[src/rtl/mfi_retire_sequencer.sv]
// mfi_retire_sequencer
//   Merges two MFI retirement lanes from a dual-issue core into one
//   oldest-first MFI stream. Entries that cannot be emitted this cycle wait
//   in a DEPTH-entry FIFO behind a single output register.
//
// Ports
//   clock, reset_n            rising-edge clock, async active-low reset
//   l{0,1}_valid/_order       lane retirement valid and instruction order
//   l{0,1}_src{1,2,3}_addr,
//   l{0,1}_dest_addr          lane register addresses
//   check_at                  order at which `check` pulses (quasi-static)
//   mfi_valid, mfi_order,
//   mfi_src{1,2,3}_addr,
//   mfi_dest_addr             serialized retirement (fields hold when idle)
//   check                     emitted order equals check_at
//   overflow                  sticky: an entry was dropped
//   order_err                 sticky: non-consecutive emission or equal lane orders
//   fill                      FIFO occupancy
module mfi_retire_sequencer #(
  parameter int DEPTH   = 4,
  parameter int ORDER_W = 64,
  parameter int REG_W   = 5
) (
  input  logic                     clock,
  input  logic                     reset_n,
  input  logic                     l0_valid,
  input  logic [ORDER_W-1:0]       l0_order,
  input  logic [REG_W-1:0]         l0_src1_addr,
  input  logic [REG_W-1:0]         l0_src2_addr,
  input  logic [REG_W-1:0]         l0_src3_addr,
  input  logic [REG_W-1:0]         l0_dest_addr,
  input  logic                     l1_valid,
  input  logic [ORDER_W-1:0]       l1_order,
  input  logic [REG_W-1:0]         l1_src1_addr,
  input  logic [REG_W-1:0]         l1_src2_addr,
  input  logic [REG_W-1:0]         l1_src3_addr,
  input  logic [REG_W-1:0]         l1_dest_addr,
  input  logic [ORDER_W-1:0]       check_at,
  output logic                     mfi_valid,
  output logic [ORDER_W-1:0]       mfi_order,
  output logic [REG_W-1:0]         mfi_src1_addr,
  output logic [REG_W-1:0]         mfi_src2_addr,
  output logic [REG_W-1:0]         mfi_src3_addr,
  output logic [REG_W-1:0]         mfi_dest_addr,
  output logic                     check,
  output logic                     overflow,
  output logic                     order_err,
  output logic [$clog2(DEPTH):0]   fill
);
  localparam int AW = $clog2(DEPTH);
  localparam int CW = AW + 1;
  localparam int EW = ORDER_W + 4*REG_W;
  localparam logic [CW-1:0]      DEPTH_C = CW'(DEPTH);
  localparam logic [ORDER_W-1:0] ONE_O   = ORDER_W'(1);
  localparam logic [AW-1:0]      ONE_A   = AW'(1);

  // Reset asserts asynchronously, releases two clocks after reset_n rises.
  logic [1:0] r_rst_sync;
  logic       w_rst_n;

  always_ff @(posedge clock or negedge reset_n) begin
    if (!reset_n) r_rst_sync <= 2'b00;
    else          r_rst_sync <= {r_rst_sync[0], 1'b1};
  end
  assign w_rst_n = r_rst_sync[1];

  logic [EW-1:0]      r_mem [DEPTH];
  logic [AW-1:0]      r_rd, r_wr;
  logic [CW-1:0]      r_cnt;
  logic [EW-1:0]      r_out;
  logic               r_vld, r_ovf, r_err, r_have;
  logic [ORDER_W-1:0] r_last;

  logic [EW-1:0]      w_l0, w_l1, w_first, w_second, w_emit, w_p0;
  logic [ORDER_W-1:0] w_emit_ord;
  logic               w_swap, w_first_v, w_second_v, w_ne, w_emit_v;
  logic               w_eq, w_gap, w_ovf;
  logic [CW-1:0]      w_nreq, w_space, w_npush;

  assign w_l0 = {l0_order, l0_src1_addr, l0_src2_addr, l0_src3_addr, l0_dest_addr};
  assign w_l1 = {l1_order, l1_src1_addr, l1_src2_addr, l1_src3_addr, l1_dest_addr};

  // Sort the incoming lanes: lane1 goes first only when strictly older.
  assign w_swap     = l0_valid && l1_valid && (l1_order < l0_order);
  assign w_first_v  = l0_valid || l1_valid;
  assign w_second_v = l0_valid && l1_valid;
  assign w_first    = (w_swap || !l0_valid) ? w_l1 : w_l0;
  assign w_second   = w_swap ? w_l0 : w_l1;
  assign w_eq       = l0_valid && l1_valid && (l0_order == l1_order);

  // FIFO contents are always older than the lanes, so the head wins if present.
  assign w_ne       = (r_cnt != '0);
  assign w_emit_v   = w_ne || w_first_v;
  assign w_emit     = w_ne ? r_mem[r_rd] : w_first;
  assign w_emit_ord = w_emit[EW-1 -: ORDER_W];

  // Leftover candidates: both lanes if the head was emitted, else only the younger.
  assign w_p0    = w_ne ? w_first : w_second;
  assign w_nreq  = w_ne ? (CW'(w_first_v) + CW'(w_second_v)) : CW'(w_second_v);
  assign w_space = DEPTH_C - r_cnt + CW'(w_ne);
  assign w_ovf   = (w_nreq > w_space);
  // Truncating to the free space drops the youngest candidate first.
  assign w_npush = w_ovf ? w_space : w_nreq;

  assign w_gap = r_have && w_emit_v && (w_emit_ord != r_last + ONE_O);

  always_ff @(posedge clock) begin
    for (int i = 0; i < DEPTH; i++) begin
      if (w_npush != '0 && AW'(i) == r_wr)
        r_mem[i] <= w_p0;
      else if (w_npush == CW'(2) && AW'(i) == r_wr + ONE_A)
        r_mem[i] <= w_second;
    end
  end

  always_ff @(posedge clock or negedge w_rst_n) begin
    if (!w_rst_n) begin
      r_rd   <= '0;
      r_wr   <= '0;
      r_cnt  <= '0;
      r_out  <= '0;
      r_vld  <= 1'b0;
      r_ovf  <= 1'b0;
      r_err  <= 1'b0;
      r_have <= 1'b0;
      r_last <= '0;
    end else begin
      r_vld <= w_emit_v;
      if (w_emit_v) begin
        r_out  <= w_emit;
        r_have <= 1'b1;
        r_last <= w_emit_ord;
      end
      if (w_ne) r_rd <= r_rd + ONE_A;
      r_wr  <= r_wr + AW'(w_npush);
      r_cnt <= r_cnt - CW'(w_ne) + w_npush;
      if (w_ovf)         r_ovf <= 1'b1;
      if (w_eq || w_gap) r_err <= 1'b1;
    end
  end

  assign mfi_valid     = r_vld;
  assign mfi_order     = r_out[EW-1 -: ORDER_W];
  assign mfi_src1_addr = r_out[4*REG_W-1 -: REG_W];
  assign mfi_src2_addr = r_out[3*REG_W-1 -: REG_W];
  assign mfi_src3_addr = r_out[2*REG_W-1 -: REG_W];
  assign mfi_dest_addr = r_out[REG_W-1:0];
  assign check         = r_vld && (mfi_order == check_at);
  assign overflow      = r_ovf;
  assign order_err     = r_err;
  assign fill          = r_cnt;

endmodule

[config.mk]
export PLATFORM = sky130hd
export DESIGN_NAME = mfi_retire_sequencer
export DESIGN_NICKNAME = d
export VERILOG_FILES = /design/src/rtl/mfi_retire_sequencer.sv
export SDC_FILE = /design/constraint.sdc
export NUM_CORES = 1
export LEC_CHECK = 0
export ABC_CLOCK_PERIOD_IN_PS = 4100
export CORE_MARGIN = 2
export CORE_UTILIZATION = 45
export DETAILED_ROUTE_END_ITERATION = 6
export PLACE_DENSITY = 0.67
export SETUP_SLACK_MARGIN = 0.2
export SYNTH_ARGS = -nofsm -noshare
export SYNTH_HDL_FRONTEND = slang
export SYNTH_SLANG_ARGS = --single-unit
[constraint.sdc]
create_clock -name clock -period 4.1 [get_ports clock]
set_input_delay 0.82 -clock clock [delete_from_list [all_inputs] [get_ports clock]]
set_output_delay 0.82 -clock clock [all_outputs]
set_load 0.1 [all_outputs]
# Word level (Yosys, flattened, before mapping)
# Memory sizes are Yosys's and may differ from the RTL's.
# Cells that the tools add are included.
[word_totals] register_bits=161 word_cells=97 inputBits=236 mem_count=1 ram_bits=336 out_inout_bits=91
[memory_table] name="r_mem" depth=4 word_bits=84 read_ports=1 rd_ports_with_merged_regs=0 write_ports=2 line="67" rtl="logic [EW-1:0] r_mem [DEPTH];"
[classes] n_eq_ne=10 n_mux=36 add_sub_neg=9 n_bitwise=4 n_lt_le_gt_ge=2 n_reduce_logical=25
[op_table] cell="$mux 84" n=10
[op_table] cell="$reduce_or 84->1" n=2
[op_table] cell="$eq 64x64->1" n=2
[op_table] cell="$add 64x1->64 const B" n=1
[op_table] cell="$lt 64x64->1" n=1
[op_table] cell="$ne 64x64->1" n=1
[op_table] cell="$mux 1" n=22
[op_table] cell="$logic_and 1x1->1" n=14
[op_table] cell="$eq 2x2->1 const A" n=4
[op_table] cell="$mux 2" n=3
[op_table] cell="$reduce_bool 3->1" n=2
[op_table] cell="$add 2x1->2 const B" n=2
[op_table] cell="$eq 1x2->1 const A" n=2
[op_table] cell="$logic_not 2->1" n=2
[op_table] cell="$logic_or 1x1->1" n=4
[op_table] cell="$or 1x1->1" n=4
[op_table] cell="$add 3x1->3" n=1
[op_table] cell="$add 3x3->3" n=1
[op_table] cell="$eq 3x2->1 const B" n=1
[op_table] cell="$gt 2x3->1" n=1
[op_table] cell="$mux 3" n=1
[op_table] cell="$sub 3x1->3" n=1
[op_table] cell="$sub 3x3->3 const A" n=1
[op_table] cell="$add 1x1->2" n=1
[op_table] cell="2 further kinds" n=2

# Longest topological paths before layout
# Gate-level depths: netlist (run 1).
[depth] depth_word=13 ltp_mapped=25 mapped_depth_nobuf=19

# Worst setup path before layout (run 1)
# OpenSTA, ideal clock, no wires.
[synth_path] path_type="register to register" startpoint="reg r_cnt[2] (netlist: fill[2])" endpoint="mem r_mem[0][0] (netlist name) (enable)" arrival_time_ps=10681 path_stages_with_launch=20 setup_slack_ps=-7230 path_cell_list="dfrtp_1 > or3_1 > clkbuf_1 > clkinv_1 > clkbuf_1 > clkbuf_1 > clkbuf_1 > buf_1 > ha_1 > inv_1 > ha_1 > inv_1 > ha_1 > nor2b_1 > o21ai_0 > nor2_1 > a21oi_1 > inv_1 > and2_1 > o31ai_1"
[synth_rtl] element="start, declared" line="69" rtl="logic [CW-1:0] r_cnt;"
[synth_rtl] element="start signal, assigned" line="136" rtl="r_cnt <= r_cnt - CW'(w_ne) + w_npush;"
[synth_rtl] element="end, declared" line="67"

# Worst setup path after layout (run 1)
[layout_path] startpoint="in l0_order[44]" endpoint="reg r_err (netlist: order_err)"
[layout_between] elab_chain_len=8 word_cells_on_any_way=10 classes_between="order compare: 1; eq/ne: 2; mux: 2; reduce/logical: 5"
[layout_rtl] element="start, declared" line="27" rtl="input logic [ORDER_W-1:0] l0_order,"
[layout_rtl] element="$lt 64x64->1" line="84" rtl="assign w_swap = l0_valid && l1_valid && (l1_order < l0_order);"
[layout_rtl] element="$logic_and 1x1->1" line="84"
[layout_rtl] element="$logic_or 1x1->1" line="87" rtl="assign w_first = (w_swap || !l0_valid) ? w_l1 : w_l0;"
[layout_rtl] element="$mux 84" line="87"
[layout_rtl] element="$mux 84" line="94" rtl="assign w_emit = w_ne ? r_mem[r_rd] : w_first;"
[layout_rtl] element="$ne 64x64->1" line="105" rtl="assign w_gap = r_have && w_emit_v && (w_emit_ord != r_last + ONE_O);"
[layout_rtl] element="$logic_and 1x1->1" line="105"
[layout_rtl] element="$logic_or 1x1->1 (*)" line="138" rtl="if (w_eq || w_gap) r_err <= 1'b1;"
[layout_rtl] element="end signal, assigned" line="124" rtl="r_err <= 1'b0;"
[layout_rtl] element="end signal, assigned" line="138"
[layout_rtl] element="end, declared" line="71" rtl="logic r_vld, r_ovf, r_err, r_have;"
# Mark *: on every way between the ends. The rest lies on a longest branch, timed or not.
# A chain may end at the register's enable or synchronous reset.

==> implementation parameters, run 1 <==
Parameter                              Value

Outcome
  Status    complete, but fails checks
  Violated checks    negative setup slack

STA
  Final-report setup violation count    44
  Final TNS setup    -0.6651 ns
  Tightest Pin Transition    1.093 ns
  Crit share post-route    104.6%
  Number of hold violations in the final report    0
  Pins over their slew limit    0
  Worst hold margin    0.3286 ns
  RSZ-0062 raised after global routing    true
  Final critical path time including I/O delays and setup    4.287 ns
  Final worst clock skew    0.03108 ns
  Remaining max-slew budget at the tightest pin    26.92%
  Maximum clock frequency    233.3 MHz
  Final critical-path setup slack    -0.1872 ns

Worst setup path
  Count of cell instances traversed by the critical path    28
  Crit Path Max Fanout    3
  Cell family with most CP delay    buffers and inverters
  Critical Path AT    4.76 ns
  Reg-to-reg setup timing slack    -0.03 ns
  Most used cell along the critical path    sky130_fd_sc_hd__buf_4
  Worst setup path end    order_err$_DFFE_PN0P_
  Path type of the worst setup path    primary input to register
  CP required    4.58 ns
  Worst r2r dst    r_mem[2][26]$_DFFE_PP_
  Highest-delay cell along the critical path    sky130_fd_sc_hd__or4b_4
  Origin of the critical flop-to-flop path    fill[2]$_DFF_PN0_
  Endpoint kind of the worst setup timing path    register
  Critical path launch point type    primary input
  Buf/Inv on CP    22
  Worst Reg2Reg Path Length in Cells    19
  Delay of the slowest cell on the worst path    0.57 ns
  Startpoint of the worst setup timing path    l0_order[44]

Logic synthesis
  Ys Warns    0
  Cell type with the highest aggregate area in the netlist    sky130_fd_sc_hd__edfxtp_1
  Per-instance average area after synthesis    11.57 um^2
  Proportion of register bits with asynchronous set or reset after synthesis    22.40%
  Dominant combinational cell family by area after synthesis    multiplexers
  Adder-cell area share of the yosys netlist    3.656%
  Area share of the largest cell type after synthesis    37.99%
  Portion of the post-synthesis area used by sequential elements    47.14%
  Compound-cell area share of the yosys netlist    7.590%
  Synth Area in Simple Gates    10.70%
  Largest cells by area after synthesis    sky130_fd_sc_hd__edfxtp_1, sky130_fd_sc_hd__mux2_2, sky130_fd_sc_hd__dfrtp_1, sky130_fd_sc_hd__mux4_2, sky130_fd_sc_hd__nand2_1
  Share of cell area taken by muxes after synthesis    22.23%
  Number of cells produced by synthesis    2296
  Synthesized net count    2609
  Main flop type after synthesis    sky130_fd_sc_hd__edfxtp_1
  Unique cell type count in the Yosys netlist    67
  Synth Area in XOR/XNOR    5.112%
  Number of enable-type register cells in the synthesized netlist    336
  Number of storage elements in the synthesis netlist    433
  Summed instance area of the synthesized netlist    0.02656 mm^2

Layout
  Number of fill cells in the layout    4370
  Final net count    3311
  FF/Latch Area    0.01253 mm^2
  Layout Area Growth over Synthesis    42.72%
  Fraction of layout cells with a size suffix above 1    41.28%
  Final design area excluding fillers    0.03790 mm^2
  Footprint of the multi-input gates    0.01466 mm^2

Global routing
  Number of global-route vias before repair    22660
  Layer with the highest usage after global routing    met2
  Grt met1 use    40.36%
  Initial antenna violation count    15
  Leftover overflow at the end of global routing    0
  GR Layer Usage met2    51.58%
  Maximum number of pins on one net before global-route repair    100
  Global-route track usage on met3    5.437%
  GRT Overall Usage    30.95%
  Wire length of the first global-routing pass    140200 um

Power
  Leakage power of the design    0.01492 uW
  Pwr per Cell Area    896.4 mW/mm^2
  Total power of the final layout    33970 uW
  Worst voltage drop across the vdd grid    0.9426 mV

Floorplan
  Io pins    327
  Horizontal die dimension    246.9 um
  Area inside the core boundary    0.05869 mm^2
  Chip height    246.9 um
  Row count    89
  Area of the die    0.06097 mm^2
  Starting utilization of the core area    45.25%

Detailed routing
  Count of vias placed by the detailed router    22670
  DRT iter0 DRCs    2070
  Via-to-Cell Ratio    5.938
  Routed Wire Length    97510 um
  DR pass1 iterations    5
  DRT antenna net count    0
  Number of design rule violations left after detail routing    0
  Average wire per standard cell    25.54 um

Placement
  Area post-placement    0.03401 mm^2
  Weighted congestion at the end of routability-driven global placement    0.9061
  PortBufs    326
  HPWL after DPL    67720 um
  Worst setup slack before clock tree synthesis    -1.622 ns

Clock tree
  Clock network latency to the later pin of the worst-skew pair    0.60 ns
  H-Tree Level Count    2
  Number of buffers on the longest clock path    3
  Cts-stage hold buffer count    0
  Number of buffers created by CTS    48
  Clock Sink Count    433
  TritonCTS clock tree    done
  Clk root buf    sky130_fd_sc_hd__clkbuf_16
  Clock edge transition at the registers on the reported setup and hold paths    0.06 ns

Flow run
  Max_cap viols    0

Min path
  Min-delay worst type    register to asynchronous set/reset pin
-- stage by stage --
stage | utilization, % | instances
floorplan | - | 2296
global placement | 57.95 | 3640
detailed placement | 57.95 | 3640
CTS | 63.02 | 3783
global route | 64.57 | 3815
finish | 64.58 | 3817
-- cells in the final DEF (no fill, tap or decap), drive strengths merged, types with 30 or more instances in the layout --
master	count
clkdlybuf4s50	204
buf	480
ha	76
xnor2	88
nand4	36
clkbuf	104
dfrtp	97
xor2	67
dlygate4sd2	40
edfxtp	336
nand3	50
nor2	77
inv	101
mux2	335
o21ai	106
a21oi	108
nor4	30
mux4	84
nand2	307
-- routing by layer --
layer | wire length [um] | up-vias
met2 | 46460 | 1215
met3 | 9200 | 241
met5 | 116 | -
met1 | 37900 | 11240
li1 | - | 9948
met4 | 3824 | 18
-- sequential cells by signal (all words and copies together) (netlist names) --
| signal | flops |
|---|---|
| fill | 3 |
| mfi_valid | 1 |
| order_err | 1 |
| overflow | 1 |
| r_have | 1 |
| r_mem | 336 |
| r_out | 84 |
| r_rd | 2 |
| r_rst_sync | 2 |
| r_wr | 2 |
-- final cells by class --
class                      instances  share of cell area [%]
multi-input combinational       1623                   38.68
sequential                       433                   33.07
timing repair buffer             793                   20.53
clock buffer                      62                   3.443
tap                              773                   2.552
inverter                          99                   1.047
clock inverter                    28                  0.6438
antenna                            6                 0.03962
-- kinds of logic (layout without fill, tap and decap cells) --
group           count (synthesis)  after routing
compound gates                333            333
xor+xnor                      155            155
fa+ha+maj                      77             77
buf+inv                       240            982
flops                         433            433
mux                           443            443
other cells                     1              7
simple gates                  614            614
-- cell usage after synthesis, drive strengths merged (4+ instances only) --
library cell	number
a211o	7
a211oi	21
a21o	8
a21oi	108
a221oi	5
a31oi	26
and2	21
and3	11
and4	10
buf	50
clkbuf	91
dfrtp	97
edfxtp	336
ha	76
inv	98
mux2	335
mux2i	24
mux4	84
nand2	307
nand2b	5
nand3	50
nand4	36
nor2	77
nor2b	4
nor3	27
nor4	30
o211a	12
o211ai	7
o21a	4
o21ai	106
o22ai	4
or2	17
or3	6
or4	5
xnor2	88
xor2	67
-- power breakdown --
part / internal [uW] / leakage, uW / switching [uW]
logic: 8540 / 0.00990 / 11900
clock network: 2500 / 0.000767 / 1850
registers: 7820 / 0.00425 / 1390
-- worst min path at each step --
| stage | endpoint | depth (start not counted) |
|---|---|---|
| 6_report | r_wr[1]$_DFF_PN0_ | 0 |
| 3_3_place_gp | r_rst_sync[1]$_DFF_PN0_ | 0 |
| 4_1_cts | r_rst_sync[1]$_DFF_PN0_ | 0 |
| 5_1_grt | r_rst_sync[1]$_DFF_PN0_ | 0 |
| 2_1_floorplan | r_rst_sync[1]$_DFF_PN0_ | 0 |
| 3_5_place_dp | r_rst_sync[1]$_DFF_PN0_ | 0 |
-- repair_timing --
item                       in CTS  in global routing
setup endpoints to repair     551                558
setup buffers                  45                 18
resized for setup             416                215
gates cloned                    8                 10
pin swaps                      74                 49
No activity file was read; power rests on OpenSTA's default activity.
==> inputs of run 2 (changes only) <==
- CAP_MARGIN: not set -> 20
==> results of run 2 <==
No change in the layout: final DEF, timing and power equal those of run 1.
